File: config.mk
export PLATFORM = sky130hd
export DESIGN_NAME = ssd1306_frame_sender
export DESIGN_NICKNAME = d
export VERILOG_FILES = /design/src/rtl/ssd1306_frame_sender.sv
export SDC_FILE = /design/constraint.sdc
export NUM_CORES = 1
export LEC_CHECK = 0
export ABC_AREA = 1
export CORE_ASPECT_RATIO = 0.7
export CORE_MARGIN = 5
export CORE_UTILIZATION = 50
export CTS_CLUSTER_SIZE = 8
export DETAILED_ROUTE_END_ITERATION = 8
export PLACE_DENSITY_LB_ADDON = 0.1
export SYNTH_ARGS = -nofsm -noshare
export SYNTH_HDL_FRONTEND = slang
export SYNTH_SLANG_ARGS = --single-unit
export TNS_END_PERCENT = 10
File: constraint.sdc
create_clock -name Clock -period 4.8 [get_ports Clock]
set_input_delay 0.96 -clock Clock [delete_from_list [all_inputs] [get_ports Clock]]
set_output_delay 0.96 -clock Clock [all_outputs]
set_load 0.1 [all_outputs]
File: src/rtl/ssd1306_frame_sender.sv
`default_nettype none
// ============================================================================
// Module  : ssd1306_frame_sender
// Brief   : SPI master sending the SSD1306 window preamble, then a bitmap read
//           from a synchronous-read RAM, with D/C framing per byte.
// Rev     : 1.0 - initial release
// ============================================================================
module ssd1306_frame_sender #(
  parameter int CLOCK_DIVIDER = 2,
  parameter int FRAME_BYTES   = 1024,
  parameter int ADDRESS_WIDTH = 11
) (
  input  logic                     Clock,
  input  logic                     Reset,
  input  logic                     Start_i,
  output logic [ADDRESS_WIDTH-1:0] ReadAddress_o,
  input  logic [7:0]               ReadData_i,
  output logic                     CS_o,
  output logic                     SCK_o,
  output logic                     MOSI_o,
  output logic                     DC_o,
  output logic                     Busy_o,
  output logic                     Done_o
);

  localparam int                 c_CMD_BYTES  = 6;
  localparam int                 c_CNT_W      = $clog2(c_CMD_BYTES + (2**ADDRESS_WIDTH) + 1);
  localparam logic [c_CNT_W-1:0] c_FIRST_DATA = c_CNT_W'(c_CMD_BYTES);
  localparam logic [c_CNT_W-1:0] c_LAST_BYTE  = c_CNT_W'(c_CMD_BYTES + FRAME_BYTES - 1);
  localparam logic [7:0]         c_TICK_MAX   = 8'(CLOCK_DIVIDER - 1);
  localparam logic [7:0]         c_PRE0       = 8'h21;

  typedef enum logic [1:0] {
    S_IDLE  = 2'd0,
    S_SHIFT = 2'd1,
    S_GAP   = 2'd2,
    S_TAIL  = 2'd3
  } state_t;

  state_t             r_state;
  logic [7:0]         r_tick;
  logic               r_half;
  logic [2:0]         r_bit;
  logic [6:0]         r_shift;   // bits still to send after the one on MOSI
  logic [c_CNT_W-1:0] r_byte;

  logic               w_tick;
  logic [c_CNT_W-1:0] w_next_byte;
  logic               w_next_is_data;
  logic               w_last;
  logic [7:0]         w_cmd_byte;

  assign w_tick         = (r_tick == c_TICK_MAX);
  assign w_next_byte    = r_byte + c_CNT_W'(1);
  assign w_next_is_data = (w_next_byte >= c_FIRST_DATA);
  assign w_last         = (r_byte == c_LAST_BYTE);

  // Preamble: column window 0..127, page window 0..7
  always_comb begin
    w_cmd_byte = c_PRE0;
    case (w_next_byte[2:0])
      3'd1:    w_cmd_byte = 8'h00;
      3'd2:    w_cmd_byte = 8'h7F;
      3'd3:    w_cmd_byte = 8'h22;
      3'd4:    w_cmd_byte = 8'h00;
      3'd5:    w_cmd_byte = 8'h07;
      default: w_cmd_byte = c_PRE0;
    endcase
  end

  always_ff @(posedge Clock or posedge Reset) begin
    if (Reset) begin
      r_state       <= S_IDLE;
      r_tick        <= '0;
      r_half        <= 1'b0;
      r_bit         <= '0;
      r_shift       <= '0;
      r_byte        <= '0;
      ReadAddress_o <= '0;
      CS_o          <= 1'b1;
      SCK_o         <= 1'b0;
      MOSI_o        <= 1'b0;
      DC_o          <= 1'b0;
      Busy_o        <= 1'b0;
      Done_o        <= 1'b0;
    end else begin
      case (r_state)
        S_IDLE: begin
          Done_o <= 1'b0;
          r_tick <= '0;
          r_half <= 1'b0;
          if (Start_i) begin
            r_state <= S_SHIFT;
            Busy_o  <= 1'b1;
            CS_o    <= 1'b0;
            DC_o    <= 1'b0;
            MOSI_o  <= c_PRE0[7];
            r_shift <= c_PRE0[6:0];
            r_bit   <= '0;
            r_byte  <= '0;
          end
        end

        S_SHIFT: begin
          r_tick <= w_tick ? '0 : r_tick + 8'd1;
          if (w_tick) begin
            if (!SCK_o) begin
              SCK_o <= 1'b1;
            end else begin
              SCK_o <= 1'b0;
              if (r_bit == 3'd7) begin
                r_state <= S_GAP;
                r_half  <= 1'b0;
                // Address goes out now so the RAM word is ready when the gap ends
                if (w_next_is_data && !w_last)
                  ReadAddress_o <= (w_next_byte == c_FIRST_DATA) ? '0
                                   : ReadAddress_o + ADDRESS_WIDTH'(1);
              end else begin
                r_bit   <= r_bit + 3'd1;
                MOSI_o  <= r_shift[6];
                r_shift <= {r_shift[5:0], 1'b0};
              end
            end
          end
        end

        S_GAP: begin
          r_tick <= w_tick ? '0 : r_tick + 8'd1;
          if (w_tick) begin
            if (!r_half) begin
              r_half <= 1'b1;
            end else if (w_last) begin
              r_state <= S_TAIL;
              r_half  <= 1'b0;
              CS_o    <= 1'b1;
              MOSI_o  <= 1'b0;
            end else begin
              r_state <= S_SHIFT;
              r_half  <= 1'b0;
              r_bit   <= '0;
              r_byte  <= w_next_byte;
              DC_o    <= w_next_is_data;
              if (w_next_is_data) begin
                MOSI_o  <= ReadData_i[7];
                r_shift <= ReadData_i[6:0];
              end else begin
                MOSI_o  <= w_cmd_byte[7];
                r_shift <= w_cmd_byte[6:0];
              end
            end
          end
        end

        S_TAIL: begin
          r_tick <= w_tick ? '0 : r_tick + 8'd1;
          if (w_tick) begin
            if (!r_half) begin
              r_half <= 1'b1;
            end else begin
              r_state <= S_IDLE;
              r_half  <= 1'b0;
              Busy_o  <= 1'b0;
              Done_o  <= 1'b1;
            end
          end
        end

        default: r_state <= S_IDLE;
      endcase
    end
  end

endmodule
`default_nettype wire
==> reports/results.ini, run 1 <==
[drt]
vias=2750
vias_per_cell=5.009
drtIter0Drc=108
wire_per_inst_um=12.54
detail-route-antenna-nets=0
drc=0
routed_wl_um=6884
drt_first_pass_iters=4

[cts]
cts_tree=yes
clockRootBuffer=clkbuf_8
cts_sinks=50
postCtsHoldBufs=0
clk_latency_ns=0.30
cts_buffers=5
cts_setup_buffers=0
clkSlewWorstSetupHoldPaths_ns=0.10
cts_resized=0
clockBufferDepth=2
cts_max_level=2

[floorplan]
io_pins=28
num_rows=24
die_x_um=106.7
core-area_um2=6276
die_h_um=77.66
die_area_um2=8282
initial_utilization_pct=52.09

[power_and_ir_drop]
p_per_area_nw_per_um2=408.2
leakage_uw=0.001818
ir_drop_v=0.0002120

[synthesis]
postSynthAreaPerCell_um2=7.397
ys_types=41
synthArstFlopShare_pct=100.0
syn_area_um2=3269
syn_inst=442
ys_seq_elements=50
synth_edf_count=0
synth-seq-area-share_pct=38.31
yosysWarnings=0
ys.flop_type=dfrtp_1
syn-num-nets=468

[timing]
min_period_over_period_pct=61.10
hold_viol_final=0
fin_tns_setup_ns=0
max_clock_freq_mhz=341.0
whs_ns=0.4841
fin_ws_ns=1.867
worstMarginPinSlew_ns=1.049
finalSetupViolCount=0
maxSlewViolCount=0
skew_ns=0.008649
fin_crit_ns=2.933
relSlewSlack_pct=29.96
rsz0062_at_grt=no

[min_path]
whs_path_depth=2
min_path_type=flop to flop

[placement]
dp_hpwl_um=5202
pre_cts_ws_ns=2.195
routabilityCongestion=0.8477
port_buffers=27

[status]
status=completed

[global_routing]
grt_pass1_wl_um=12710
grt.overflow.total=0
antenna_found_initial=0
grt_max_degree=51
track_usage_pct=18.36
grt_pass1_vias=2674

[critical_path]
worstPathMaxFanout=2
reg2reg_depth=12
path_class=flop to output pin
path_buf_inv=1
cp_top_family=buffers and inverters
cp.arrival_ns=1.97
required_ns=3.84
end_kind=output pin
critPathMaxStageDelay_ns=1.12
cp_slowest_cell=clkdlybuf4s50_1
startpoint_type=flop
path_cells=clkdlybuf4s50_1
worst-path-stages=1

[cells_and_area]
area_growth_pct=14.35
final_cell_mix=146 x nand2_1, 59 x inv_1, 49 x dfrtp_1
n_antenna_cell=0
fin_util_pct=59.57
fin_nets=496
layout_commonest_cell=nand2_1
drive_gt1_share_pct=8.705

[run]
drv_cap=0

## final timing paths
path | slack (ns) | to | from
worst max-delay path | 1.87 | CS_o | CS_o$_DFFE_PP1P_
worst min-delay path | 0.48 | MOSI_o$_DFFE_PP0P_ | MOSI_o$_DFFE_PP0P_
worst max register to register | 2.50 | ReadAddress_o[4]$_DFFE_PP0P_ | r_byte[0]$_DFFE_PP0P_
worst min register to register | 0.48 | MOSI_o$_DFFE_PP0P_ | MOSI_o$_DFFE_PP0P_
max in group asynchronous | 2.93 | r_byte[6]$_DFFE_PP0P_ | Reset
min in group asynchronous | 1.23 | r_tick[0]$_DFF_PP0_ | Reset
## layer usage
layer / up-vias / wire length, um / GRT usage, %
met5: - / 0 / 0
met3: 2 / 193 / 3.151
met1: 1266 / 3767 / 27.30
li1: 1451 / - / -
met4: 0 / 25 / 3.065
met2: 31 / 2897 / 28.58
## flip-flops by register name, summed over array words and instances (netlist names), 2 cells and up
register and count:
r_tick 8, r_byte 12, ReadAddress_o 11, r_shift 7, r_bit 3, r_state 2
## power by group
part,total [uW],internal (uW),switching [uW]
Clock,358,209,149
Sequential,534,480,54.2
Combinational,634,199,435
Total,1530,887,639
## cell usage after synthesis, types with 7 or more instances
cell	n	area, um^2
nand2_1	146	548.0
inv_1	60	225.2
dfrtp_1	49	1226
nand3_1	34	170.2
nor2_1	31	116.4
o21ai_0	18	90.09
ha_1	15	187.7
xor2_1	9	78.83
a21oi_1	8	40.04
nand4_1	7	43.79
nor3_1	7	35.03
## stage by stage
step | cells | area (um^2) | total power, uW
finish | 549 | 3739 | 1526
global route | 549 | 3739 | 1668
CTS | 549 | 3739 | 1539
detailed placement | 541 | 3601 | 1178
global placement | 541 | 3601 | 1169
floorplan | 442 | 3269 | 1036
## kinds of logic after synthesis
group	count (synthesis)	synth area share, %
xor+xnor	12	3.215
fa+ha+maj	15	5.741
compound gates	45	8.650
flops	50	38.31
simple gates	251	35.67
buf+inv	69	8.420
## layout make-up
cell class,count,area (um^2)
inverters,63,239.0
clock inverters,3,68.82
repair buffers,27,270.3
clock buffers,5,68.82
well taps,78,97.59
multi-input cells,323,1742
fillers,602,2537
flip-flops and latches,50,1252
(Power assumes the default switching activity.)
==> run 2: changes to the inputs <==
==> constraint.sdc (replaced) <==
create_clock -name Clock -period 3.06 [get_ports Clock]
set_input_delay 0.612 -clock Clock [delete_from_list [all_inputs] [get_ports Clock]]
set_output_delay 0.612 -clock Clock [all_outputs]
set_load 0.1 [all_outputs]
==> reports/results.ini, run 2 (synthesis results as in run 1) <==
[drt]
drtIter0Drc=133
drc=0
routed_wl_um=7179
vias_per_cell=5.076
wire_per_inst_um=13.05
vias=2792
detail-route-antenna-nets=0
drt_first_pass_iters=4

[timing]
skew_ns=0.01265
fin_tns_setup_ns=0
whs_ns=0.4840
max_clock_freq_mhz=437.5
finalSetupViolCount=0
min_period_over_period_pct=74.70
rsz0062_at_grt=no
worstMarginPinSlew_ns=0.6344
hold_viol_final=0
fin_crit_ns=2.286
fin_ws_ns=0.7741
maxSlewViolCount=0
relSlewSlack_pct=57.65

[critical_path]
startpoint_type=flop
path_class=flop to flop
reg2reg_slack_ns=0.77
cp.arrival_ns=2.49
worstPathMaxFanout=14
reg2reg_depth=8
end_kind=flop
required_ns=3.26

[global_routing]
grt_max_degree=30
antenna_found_initial=0
track_usage_pct=18.21
grt_pass1_wl_um=12460
grt.overflow.total=0
grt_pass1_vias=2697

[floorplan]
initial_utilization_pct=52.09
io_pins=28
num_rows=24
die_h_um=77.66
core-area_um2=6276
die_x_um=106.7
die_area_um2=8282

[cells_and_area]
fin_nets=497
n_antenna_cell=0
final_cell_mix=146 x nand2_1, 59 x inv_1, 49 x dfrtp_1
fillers=603
largest_register=r_byte
layout_commonest_cell=nand2_1
drive_gt1_share_pct=12.29
area_growth_pct=12.86
largest_reg_flops=12
top_regs=r_byte: 12 flops, ReadAddress_o: 11 flops, r_tick: 8 flops

[power_and_ir_drop]
p_per_area_nw_per_um2=630.9
ir_drop_v=0.0002815
leakage_uw=0.001846

[cts]
cts_tree=yes
clockBufferDepth=2
clk_latency_ns=0.32
cts_buffers=5
clockRootBuffer=clkbuf_8
clkSlewWorstSetupHoldPaths_ns=0.10
cts_max_level=2
postCtsHoldBufs=0
cts_resized=0
cts_sinks=50
cts_setup_buffers=0

[status]
status=completed

[run]
drv_cap=0

[placement]
pre_cts_ws_ns=0.7930
port_buffers=27
routabilityCongestion=0.8658
dp_hpwl_um=5399

[min_path]
whs_path_depth=2
min_path_type=flop to flop

## run 2: changes by cell type in the layout (fill, tap and decap cells not counted)
cell | before | now
buf_12 | 0 | 1
buf_4 | 0 | 17
bufinv_16 | 2 | 1
clkbuf_1 | 0 | 1
clkdlybuf4s50_1 | 27 | 10
## run 2: per-stage QoR
| step | area, um^2 | utilization (%) | total power (uW) | instances |
|---|---|---|---|---|
| floorplan | 3269 | - | 1625 | 442 |
| global placement | 3578 | 57.02 | 1839 | 542 |
| detailed placement | 3578 | 57.02 | 1853 | 542 |
| CTS | 3690 | 58.79 | 2343 | 550 |
| global route | 3690 | 58.79 | 2517 | 550 |
| finish | 3690 | 58.79 | 2328 | 550 |
## run 2: power breakdown
group / switching, uW / internal (uW)
registers: 86.2 / 753
clock network: 239 / 246
logic: 694 / 310
total: 1020 / 1310
## run 2: critical path, stage by stage (launching register included)
cell and delay [ns]:
dfrtp_1 0.43, inv_1 0.11, ha_1 0.42, nand3_1 0.27, nand2_1 0.07, nor2_1 0.25, nand2_1 0.29, a21oi_1 0.24
a21oi_1 0.08
## run 2: final cells by class
type | instances | area, um^2 | area share (%)
Timing Repair Buffer | 28 | 247.7 | 6.714
Clock buffer | 6 | 72.57 | 1.967
Inverter | 63 | 239.0 | 6.477
Multi-Input combinational cell | 323 | 1742 | 47.20
Tap cell | 78 | 97.59 | 2.645
Sequential cell | 50 | 1252 | 33.94
Clock inverter | 2 | 38.79 | 1.051
## run 2: path summary, 6_finish.rpt
kind,from,endpoint
worst max-delay path,r_state[0]$_DFFE_PP0P_,r_shift[0]$_DFFE_PP0P_
max in group asynchronous,Reset,ReadAddress_o[8]$_DFFE_PP0P_
worst max register to register,r_state[0]$_DFFE_PP0P_,r_shift[0]$_DFFE_PP0P_
min in group asynchronous,Reset,r_bit[1]$_DFFE_PP0P_
worst min-delay path,r_shift[2]$_DFFE_PP0P_,r_shift[2]$_DFFE_PP0P_
worst min register to register,r_shift[2]$_DFFE_PP0P_,r_shift[2]$_DFFE_PP0P_
## run 2: layer usage
metal  share of wire [%]  global-route usage (%)
met5                   0                       0
met4                0.84                   3.448
met3                 3.4                   3.400
met2                  43                   28.08
met1                  53                   26.96
==> run 3: changes to the inputs <==
==> constraint.sdc (replaced) <==
create_clock -name Clock -period 2.3 [get_ports Clock]
set_input_delay 0.46 -clock Clock [delete_from_list [all_inputs] [get_ports Clock]]
set_output_delay 0.46 -clock Clock [all_outputs]
set_load 0.1 [all_outputs]
==> reports/results.ini, run 3 (synthesis results as in run 1) <==
[placement]
dp_cells=547
port_buffers=27
routabilityCongestion=0.8966
dp_hpwl_um=5497

[global_routing]
top_usage_layer=met1
grt_max_degree=29
grt_util_met3_pct=3.400
track_usage_pct=18.03
grt_util_met1_pct=27.23
grt.overflow.total=0
use_met2_pct=26.70
grt_pass1_wl_um=12220
grt_pass1_vias=2604
antenna_found_initial=0

[timing]
skew_ns=0.008797
maxSlewViolCount=0
fin_crit_ns=2.082
min_period_over_period_pct=90.53
finalSetupViolCount=0
hold_viol_final=0
worstMarginPinSlew_ns=0.4698
max_clock_freq_mhz=480.3
relSlewSlack_pct=68.39
rsz0062_at_grt=no
whs_ns=0.4154
fin_tns_setup_ns=0

[floorplan]
num_rows=24
core-area_um2=6276
die_h_um=77.66
initial_utilization_pct=52.09
die_area_um2=8282
die_x_um=106.7
io_pins=28

[run]
drv_cap=0

[cells_and_area]
layout_commonest_cell=nand2_1
fin_cells=555
area_growth_pct=14.54
top_regs=r_byte: 12 flops, ReadAddress_o: 11 flops, r_tick: 8 flops
n_antenna_cell=0
fin_nets=502
fillers=593
largest_register=r_byte
final_cell_mix=146 x nand2_1, 58 x inv_1, 47 x dfrtp_1
drive_gt1_share_pct=14.26
largest_reg_flops=12

[drt]
vias=2845
drtIter0Drc=130
drt_first_pass_iters=5
routed_wl_um=7107
drc=0
wire_per_inst_um=12.81
detail-route-antenna-nets=0
vias_per_cell=5.126

[power_and_ir_drop]
p_per_area_nw_per_um2=848.5
leakage_uw=0.001865
ir_drop_v=0.0004507

[critical_path]
cp.arrival_ns=2.33
end_kind=flop
required_ns=2.55
startpoint_type=flop
path_class=flop to flop
worstPathMaxFanout=11

[cts]
clockBufferDepth=2
cts_tree=yes
cts_max_level=2
cts_resized=0
clkSlewWorstSetupHoldPaths_ns=0.11
cts_buffers=5
cts_setup_buffers=0
clk_latency_ns=0.31
cts_sinks=50
clockRootBuffer=clkbuf_8
postCtsHoldBufs=0

[status]
status=completed

[min_path]
min_path_type=input pin to asynchronous set/reset pin

## run 3: layout make-up
type | count | area [um^2] | area share [%]
Tap cell | 78 | 97.59 | 2.606
Clock inverter | 3 | 47.55 | 1.270
Timing Repair Buffer | 33 | 285.3 | 7.618
Inverter | 63 | 241.5 | 6.448
Sequential cell | 50 | 1255 | 33.51
Multi-Input combinational cell | 323 | 1749 | 46.71
Clock buffer | 5 | 68.82 | 1.838
## run 3: per-layer routing
layer	routed length [um]	up-vias
li1	-	1467
met1	3659	1304
met2	3007	69
met3	387	5
met4	53	0
met5	0	-
## run 3: through the flow
step	total power (uW)	utilization, %	area [um^2]	worst slack (ns)
final	3177	59.67	3745	0.2178
after global routing	3428	59.67	3745	0.02237
after CTS	3189	59.47	3732	0.09712
after detailed placement	2513	57.62	3616	0.1173
after global placement	2500	57.62	3616	0.1704
after floorplan	2162	-	3269	0.06256
## run 3: final timing paths
| kind | startpoint | to | slack [ns] | cells past startpoint |
|---|---|---|---|---|
| max | r_byte[1]$_DFFE_PP0P_ | r_shift[0]$_DFFE_PP0P_ | 0.22 | 10 |
| min | Reset | ReadAddress_o[1]$_DFFE_PP0P_ | 0.42 | 2 |
| max reg2reg | r_byte[1]$_DFFE_PP0P_ | r_shift[0]$_DFFE_PP0P_ | 0.22 | 10 |
| min reg2reg | MOSI_o$_DFFE_PP0P_ | MOSI_o$_DFFE_PP0P_ | 0.49 | 2 |
| max in group asynchronous | Reset | CS_o$_DFFE_PP1P_ | 1.34 | 3 |
| min in group Clock | MOSI_o$_DFFE_PP0P_ | MOSI_o$_DFFE_PP0P_ | 0.49 | 2 |
## run 3: worst max-delay path, stage by stage, from the launching register on
cell and delay, ns:
dfrtp_2 0.46, inv_1 0.11, ha_1 0.15, nand2_1 0.05
nor4_1 0.36, nand3_1 0.23, nand2_1 0.10, nor2_1 0.08
nand2_1 0.27, a21oi_1 0.07, a21oi_1 0.12
## run 3: power breakdown
part | leakage, uW | switching (uW) | internal [uW]
sequential | 0.000669 | 113 | 1000
combinational | 0.00114 | 926 | 467
clock | 0.0000587 | 337 | 331
total | 0.00187 | 1380 | 1800
